$ cat src/rtl/divider32_seq.sv
// Multi-cycle restoring shift-subtract divider with a start/busy/done handshake.
// Optional feature macro: SIGNED_DIV_EN adds signed_in and two's-complement division.
module divider32_seq #(
    parameter int WIDTH          = 32,
    parameter int BITS_PER_CYCLE = 1
) (
    input  logic             clk_in,
    input  logic             rst_n_in,
    input  logic             start_in,
    input  logic [WIDTH-1:0] dividend_in,
    input  logic [WIDTH-1:0] divisor_in,
`ifdef SIGNED_DIV_EN
    input  logic             signed_in,
`endif
    output logic             busy_out,
    output logic             done_out,
    output logic [WIDTH-1:0] quotient_out,
    output logic [WIDTH-1:0] remainder_out,
    output logic             div_by_zero_out,
    output logic [1:0]       dbg_state_out
);

    localparam int N  = WIDTH / BITS_PER_CYCLE;
    localparam int CW = $clog2(N + 1);
    localparam logic [CW-1:0] LAST = CW'(N - 1);

    typedef enum logic [1:0] {
        S_IDLE = 2'd0,
        S_CALC = 2'd1,
        S_DONE = 2'd2
    } state_t;

    // Handshake: start_in is accepted on any rising edge where the FSM is in
    // IDLE or DONE; busy_out marks iteration cycles, done_out is a one-cycle
    // pulse in which the registered results first become valid.
    state_t r_state;
    state_t w_next;

    logic [WIDTH:0]   r_part;
    logic [WIDTH-1:0] r_quo;
    logic [WIDTH-1:0] r_div;
    logic [CW-1:0]    r_cnt;
    logic             r_neg_q;
    logic             r_neg_r;
    logic [WIDTH-1:0] r_quot;
    logic [WIDTH-1:0] r_rem;
    logic             r_dbz;

    logic             w_accept;
    logic             w_div_zero;
    logic             w_last;
    logic             w_a_neg;
    logic             w_b_neg;
    logic [WIDTH-1:0] w_mag_a;
    logic [WIDTH-1:0] w_mag_b;
    logic [WIDTH:0]   w_part;
    logic [WIDTH-1:0] w_quo;
    logic [WIDTH-1:0] w_q_fin;
    logic [WIDTH-1:0] w_r_fin;

    assign w_accept   = start_in && ((r_state == S_IDLE) || (r_state == S_DONE));
    assign w_div_zero = (divisor_in == '0);
    assign w_last     = (r_cnt == LAST);

`ifdef SIGNED_DIV_EN
    assign w_a_neg = signed_in & dividend_in[WIDTH-1];
    assign w_b_neg = signed_in & divisor_in[WIDTH-1];
`else
    assign w_a_neg = 1'b0;
    assign w_b_neg = 1'b0;
`endif

    // The most negative value maps onto itself, which is its correct unsigned magnitude.
    assign w_mag_a = w_a_neg ? (~dividend_in + 1'b1) : dividend_in;
    assign w_mag_b = w_b_neg ? (~divisor_in + 1'b1) : divisor_in;

    // State register
    always_ff @(posedge clk_in or negedge rst_n_in) begin
        if (!rst_n_in) begin
            r_state <= S_IDLE;
        end else begin
            r_state <= w_next;
        end
    end

    // Next-state logic
    always_comb begin
        w_next = r_state;
        case (r_state)
            S_IDLE, S_DONE: begin
                if (start_in) begin
                    w_next = w_div_zero ? S_DONE : S_CALC;
                end else begin
                    w_next = S_IDLE;
                end
            end
            S_CALC: begin
                if (w_last) begin
                    w_next = S_DONE;
                end
            end
            default: w_next = S_IDLE;
        endcase
    end

    // Output logic
    always_comb begin
        busy_out      = (r_state == S_CALC);
        done_out      = (r_state == S_DONE);
        dbg_state_out = r_state;
    end

    // BITS_PER_CYCLE restoring steps; r_quo shifts dividend bits out and quotient bits in.
    always_comb begin
        w_part = r_part;
        w_quo  = r_quo;
        for (int i = 0; i < BITS_PER_CYCLE; i++) begin
            w_part = {w_part[WIDTH-1:0], w_quo[WIDTH-1]};
            w_quo  = {w_quo[WIDTH-2:0], 1'b0};
            if (w_part >= {1'b0, r_div}) begin
                w_part   = w_part - {1'b0, r_div};
                w_quo[0] = 1'b1;
            end
        end
    end

    assign w_q_fin = r_neg_q ? (~w_quo + 1'b1) : w_quo;
    assign w_r_fin = r_neg_r ? (~w_part[WIDTH-1:0] + 1'b1) : w_part[WIDTH-1:0];

    always_ff @(posedge clk_in or negedge rst_n_in) begin
        if (!rst_n_in) begin
            r_part  <= '0;
            r_quo   <= '0;
            r_div   <= '0;
            r_cnt   <= '0;
            r_neg_q <= 1'b0;
            r_neg_r <= 1'b0;
            r_quot  <= '0;
            r_rem   <= '0;
            r_dbz   <= 1'b0;
        end else if (w_accept) begin
            r_part  <= '0;
            r_quo   <= w_mag_a;
            r_div   <= w_mag_b;
            r_cnt   <= '0;
            r_neg_q <= w_a_neg ^ w_b_neg;
            r_neg_r <= w_a_neg;
            if (w_div_zero) begin
                r_quot <= '1;
                r_rem  <= dividend_in;
                r_dbz  <= 1'b1;
            end else begin
                r_dbz  <= 1'b0;
            end
        end else if (r_state == S_CALC) begin
            r_part <= w_part;
            r_quo  <= w_quo;
            r_cnt  <= r_cnt + 1'b1;
            if (w_last) begin
                r_quot <= w_q_fin;
                r_rem  <= w_r_fin;
            end
        end
    end

    assign quotient_out    = r_quot;
    assign remainder_out   = r_rem;
    assign div_by_zero_out = r_dbz;

endmodule
$ cat config.mk
export PLATFORM = sky130hd
export DESIGN_NAME = divider32_seq
export DESIGN_NICKNAME = d
export VERILOG_FILES = /design/src/rtl/divider32_seq.sv
export SDC_FILE = /design/constraint.sdc
export NUM_CORES = 1
export LEC_CHECK = 0
export CORE_MARGIN = 2
export CORE_UTILIZATION = 26
export DETAILED_ROUTE_END_ITERATION = 12
export GPL_ROUTABILITY_DRIVEN = 0
export GPL_TIMING_DRIVEN = 0
export SLEW_MARGIN = 20
export SYNTH_ARGS = -nofsm -noshare
export SYNTH_HDL_FRONTEND = slang
export SYNTH_SLANG_ARGS = --single-unit
export TNS_END_PERCENT = 20
$ cat constraint.sdc
create_clock -name clk_in -period 2.58 [get_ports clk_in]
set_input_delay 0.387 -clock clk_in [delete_from_list [all_inputs] [get_ports clk_in]]
set_output_delay 0.387 -clock clk_in [all_outputs]
set_load 0.02 [all_outputs]
==> flow_summary.ini, run 1 <==
[status]
status = finished with violations
violations = setup timing

[logic_synthesis]
async_reset_ff_share_pct = 100
yosysSeqAreaShare_pct = 46.1
yosysUniqueCellTypes = 72
synth_area_leaders = dfrtp_1, nand2_1, o21ai_0
syn_area_sq_mm = 0.00917
synth_top_flop_cell = dfrtp_1
synth_top_cell_by_area = dfrtp_1
synth_seq_cells = 169
synth_top_area_share_pct = 46.1
avgSynthCellArea_sq_um = 8.79
netlist_top_cells_count = nand2_1, dfrtp_1, o21ai_0
synthCells = 1043
yosys_warnings = 0
synth-edff-count = 0
synth.most_common_cell = nand2_1
synth_nets = 1144

[drt]
via_per_inst = 5.15
via_count = 8896
wl_met2_um = 14600
detail_route.wl_per_cell_um = 19.2
dr.max_layer_used = met4
wl_um = 33100
dr.pass1.iters = 5
wl_met1_um = 15100
ant_nets = 0
wl_met3_um = 2680
drc = 0
drt_iter0_drc = 744

[grt]
grt_antenna_before_repair = 0
grt_max_degree = 89
grt.overflow.total = 0
first_global_vias = 8779
grt_pass1_wl_um = 50000
grt_util_all_layers_pct = 17.9

[cts]
clk-insertion-delay-late_ps = 440
clock-root-buffer = clkbuf_16
cts_buffer_depth = 2
cts_buffers = 17
path_clk_slew_ps = 80
cts.sinks = 169
cts.htree.levels = 4
cts_tree = done

[floorplanning]
boundaryPins = 136
start_util_pct = 26.5
rows = 68
dieArea_sq_mm = 0.0368
coreArea_sq_mm = 0.0346
die-height_um = 192
die_w_um = 192

[worst_setup_path]
r2r-start = r_part[15]
worstPathArrival_ps = 3220
rrSetupSlack_ps = -320
worst-path-max-fanout = 6
critPathRequiredTime_ps = 2900
crit_type = flip-flop to flip-flop
end_kind = flip-flop
crit_start = r_part[15]
reg2reg_to = r_part[31]
startpoint_type = flip-flop
setup.worst_path.end = r_part[31]
rr_worst_depth = 11

[final_layout]
n_antenna_cell = 0
area_growth_pct = 45.1
nNetsFinal = 1359
drive_above_1_share_pct = 20.9
final_core_util_pct = 38.4
stdcell_count = 1726
fin_area_sq_mm = 0.0133

[place]
place_inst = 1634
port_buffers = 135
dp_hpwl_um = 24100
post-place-ws_ps = -994
place_area_sq_mm = 0.0113

[sta]
setup_viol = 66
hold_viol_final = 0
period_share_pct = 113
setup_slack_ps = -323
fmax_mhz = 344
tightest_slew_ps = 832
fin_skew_ps = 12.6
relSlewSlack_pct = 44.5
fin_crit_ps = 2900
slew_viol_final = 0
rsz0062_at_grt = true

[run]
drv_cap = 0

[min_path]
hold_path_class = flip-flop to flip-flop
-- per-layer routing --
| metal | vias to the layer above | track usage (%) |
|---|---|---|
| met5 | - | 0 |
| met4 | 0 | 5.71 |
| met3 | 62 | 4.22 |
| met2 | 380 | 27.1 |
| met1 | 4322 | 25.0 |
| li1 | 4132 | - |
-- area by class of cell --
type | count | area, sq um
flip-flops and latches | 169 | 4240
inverters | 44 | 170
clock buffers | 18 | 439
repair buffers | 203 | 2020
fillers | 3377 | 21300
well taps | 455 | 569
clock inverters | 14 | 155
plain buffers | 53 | 254
multi-input cells | 770 | 5450
-- registers in the layout, summed over array words and instances, names as in the netlist --
| signal | count |
|---|---|
| remainder_out | 32 |
| quotient_out | 32 |
| div_by_zero_out | 1 |
| r_quo | 32 |
| r_cnt | 6 |
| r_div | 32 |
| r_part | 32 |
| dbg_state_out | 2 |
-- cell families after synthesis --
family                   after synthesis  synth area share (%)
adder cells (fa/ha/maj)               34                  4.72
buffers and inverters                104                  4.57
XOR/XNOR                              23                  2.20
flip-flops                           169                  46.1
AO/OA/AOI/OAI                        280                  19.2
multiplexers                          32                  3.56
AND/OR/NAND/NOR                      401                  19.5
-- repair_timing --
| action | in CTS | in global routing |
|---|---|---|
| buffers inserted | 49 | 16 |
| cloned | 1 | 1 |
| gates resized for setup | 142 | 60 |
| pin swaps | 48 | 32 |
| endpoints found under the setup margin | 74 | 78 |
| hold buffers | 1 | 0 |
| endpoints found under the hold margin | 61 | 0 |
-- cells in the final DEF, fill, tap and decap left out, types with 18 or more instances in the layout --
cell	n
a21oi_1	34
ha_4	20
clkdlybuf4s50_1	133
a31oi_1	36
buf_4	48
clkbuf_1	40
clkbuf_16	18
o21ai_0	91
mux2i_1	20
nor2_1	60
dfrtp_1	157
nand3_1	43
inv_1	34
nand2_1	203
-- worst min-delay path by stage --
stage | from | endpoint | slack [ps] | depth (start not counted)
global route | div_by_zero_out | div_by_zero_out | 510 | 2
floorplan | rst_n_in | dbg_state_out[0] | 90 | 0
CTS | quotient_out[15] | quotient_out[15] | 500 | 2
global placement | r_div[0] | r_div[0] | 470 | 2
detailed placement | rst_n_in | r_div[25] | 450 | 1
finish | div_by_zero_out | div_by_zero_out | 500 | 2
-- per-stage QoR --
stage,hold WS (ps),setup TNS (ps)
floorplan,91.4,-1890
global placement,473,-1068350
detailed placement,448,-61170
CTS,501,-11360
global route,513,-20140
finish,495,-14550
-- worst max-delay path: stages, from the launching register on --
cell	delay, ps
dfrtp_2	460
ha_4	310
nand2_4	50
or4_4	540
o32ai_4	300
buf_6	150
a311o_2	250
nand2_4	110
buf_8	190
buf_8	140
a32oi_1	170
nand3_1	120
Power of run 1 is not shown: default switching activity piles up to over one toggle a cycle in this logic, so the estimate is an artifact.
==> run 2: changes to the inputs <==
ABC_AREA = 1   (was unset)
CORE_ASPECT_RATIO = 1.5   (was unset)
==> run 2 against run 1 <==
  * The flow now finishes without violations
  * Critical path depth increased by 3
  * Setup slack improved by 350 ps
  * Non-clock buffer count decreased by 56
  * Utilization decreased by 5.1 points
  * Design area increased by 3.2%
  * First-iteration DRC count decreased by 13%
  * Synthesized cell count increased by 51%
  * Area after synthesis increased by 19%
  * Routed wire length increased by 6.9%
  * Maximum frequency increased by 14%
  * Clock-buffer cell count increased by 3
  * Critical path type unchanged
==> flow_summary.ini, run 2 <==
[logic_synthesis]
yosysSeqAreaShare_pct = 38.9
synth_top_cell_by_area = dfrtp_1
netlist_top_cells_count = nand2_1, inv_1, dfrtp_1
avgSynthCellArea_sq_um = 6.89
synth_nets = 1678
synth_seq_cells = 169
synthCells = 1577
syn_area_sq_mm = 0.0109
synth_area_leaders = dfrtp_1, nand2_1, inv_1
synth_top_flop_cell = dfrtp_1
yosys_warnings = 0
synth_top_area_share_pct = 38.9
async_reset_ff_share_pct = 100
synth-edff-count = 0
yosysUniqueCellTypes = 35
synth.most_common_cell = nand2_1

[cts]
cts_buffer_depth = 2
path_clk_slew_ps = 70
clock-root-buffer = clkbuf_16
cts_buffers = 17
clk-insertion-delay-late_ps = 450
cts_tree = done
cts.sinks = 169
cts.htree.levels = 4

[worst_setup_path]
critPathRequiredTime_ps = 2930
startpoint_type = flip-flop
end_kind = flip-flop
worstPathArrival_ps = 2900
crit_type = flip-flop to flip-flop
worst-path-max-fanout = 10

[floorplanning]
rows = 91
start_util_pct = 26.4
die_w_um = 171
boundaryPins = 136
die-height_um = 254
dieArea_sq_mm = 0.0435
coreArea_sq_mm = 0.0412

[final_layout]
final_common_cell = nand2_1
n_fill_cell = 4506
nNetsFinal = 1838
regArea_sq_mm = 0.00423
final_cell_mix = nand2_1, inv_1, dfrtp_1
n_antenna_cell = 0
drive_above_1_share_pct = 9.38
multi_input_area_sq_mm = 0.00533
final_core_util_pct = 33.3
area_growth_pct = 26.3

[place]
post-place-ws_ps = -301
port_buffers = 135
dp_hpwl_um = 29100

[drt]
ant_nets = 0
via_per_inst = 4.44
wl_um = 35400
drc = 0
via_count = 10300
drt_iter0_drc = 645
detail_route.wl_per_cell_um = 15.3
dr.pass1.iters = 5

[grt]
grt_max_degree = 81
grt_antenna_before_repair = 0
grt_pass1_wl_um = 55200
first_global_vias = 10400
grt_util_all_layers_pct = 16.7
grt.overflow.total = 0

[sta]
relSlewSlack_pct = 41.9
hold_viol_final = 0
fin_skew_ps = 8.93
fin_crit_ps = 2550
tightest_slew_ps = 871
fmax_mhz = 392
setup_viol = 0
setup_slack_ps = 29.5
rsz0062_at_grt = true
period_share_pct = 98.9
slew_viol_final = 0

[run]
drv_cap = 0

[power]
p_leak_uw = 0.00722
power_density_mw_per_mm2 = 1410
finalPower_uw = 19400
vdd_drop_max_mv = 0.629

[min_path]
hold_path_class = input pin to asynchronous set/reset pin

[status]
status = completed
-- run 2: through the flow --
stage               instances  instance area (sq um)  hold slack, ps  setup TNS (ps)
floorplan                1577                  10900            91.4               0
global placement         2270                  12900             467        -1018980
detailed placement       2272                  13000             233           -6880
CTS                      2304                  13600             332               0
global route             2307                  13700             350           -88.4
finish                   2307                  13700             351               0
-- run 2: power by group --
| part | internal [uW] | switching, uW | total (uW) |
|---|---|---|---|
| registers | 3720 | 694 | 4410 |
| clock network | 1470 | 1100 | 2570 |
| logic | 4440 | 7940 | 12400 |
-- run 2: routing by layer --
layer / vias up / part of all wire, % / GRT usage [%]
met1: 4723 / 38 / 17.7
met3: 90 / 3.4 / 1.99
met5: - / 0 / 0
li1: 5182 / - / -
met2: 259 / 53 / 31.1
met4: 0 / 5.8 / 10.3
-- run 2: worst paths after layout --
check	from	end	slack, ps	cells after the start
worst max-delay path	r_part[30]	remainder_out[31]	30	14
worst min-delay path	rst_n_in	remainder_out[10]	350	2
worst max register to register	r_part[30]	remainder_out[31]	30	14
worst min register to register	r_div[16]	r_div[16]	480	2
max in group asynchronous	rst_n_in	quotient_out[21]	1190	4
min in group clk_in	r_div[16]	r_div[16]	480	2
-- run 2: cells by family (layout without fill, tap and decap cells) --
kind of cell,count (synthesis),in the layout,share of synthesized area (%)
and+or+nand+nor,842,842,34.8
buffers and inverters,364,536,13.2
DFF,169,169,38.9
AOI/OAI and AO/OA,154,154,8.03
adders and majority gates,34,34,3.98
xor gates and xnor gates,14,14,1.13
-- run 2: critical path, stage by stage (launching register included) --
cell and delay [ps]:
dfrtp_1 430, ha_1 390, nand2_2 130, nor2_2 150, nand2_1 80, nor2_2 170
nand2_1 90, nor2_2 160, nor2_4 60, buf_4 160, buf_4 170, nand4_1 120
nand3_1 180, nand2_1 100, inv_1 40
-- run 2: timing repair --
action / 4_1_cts / 5_1_grt
endpoints found under the hold margin: 20 / 0
setup buffers: 0 / 3
pin swaps: 0 / 1
hold buffers: 1 / 0
endpoints found under the setup margin: 2 / 42
resized for setup: 3 / 26
-- run 2: area by class of cell --
class / instances / area share (%)
inverters: 305 / 8.34
repair buffers: 141 / 10.5
flip-flops and latches: 169 / 30.8
clock inverters: 10 / 0.866
multi-input cells: 1044 / 38.9
well taps: 558 / 5.09
clock buffers: 21 / 3.36
plain buffers: 59 / 2.14
(Power assumes the default switching activity.)
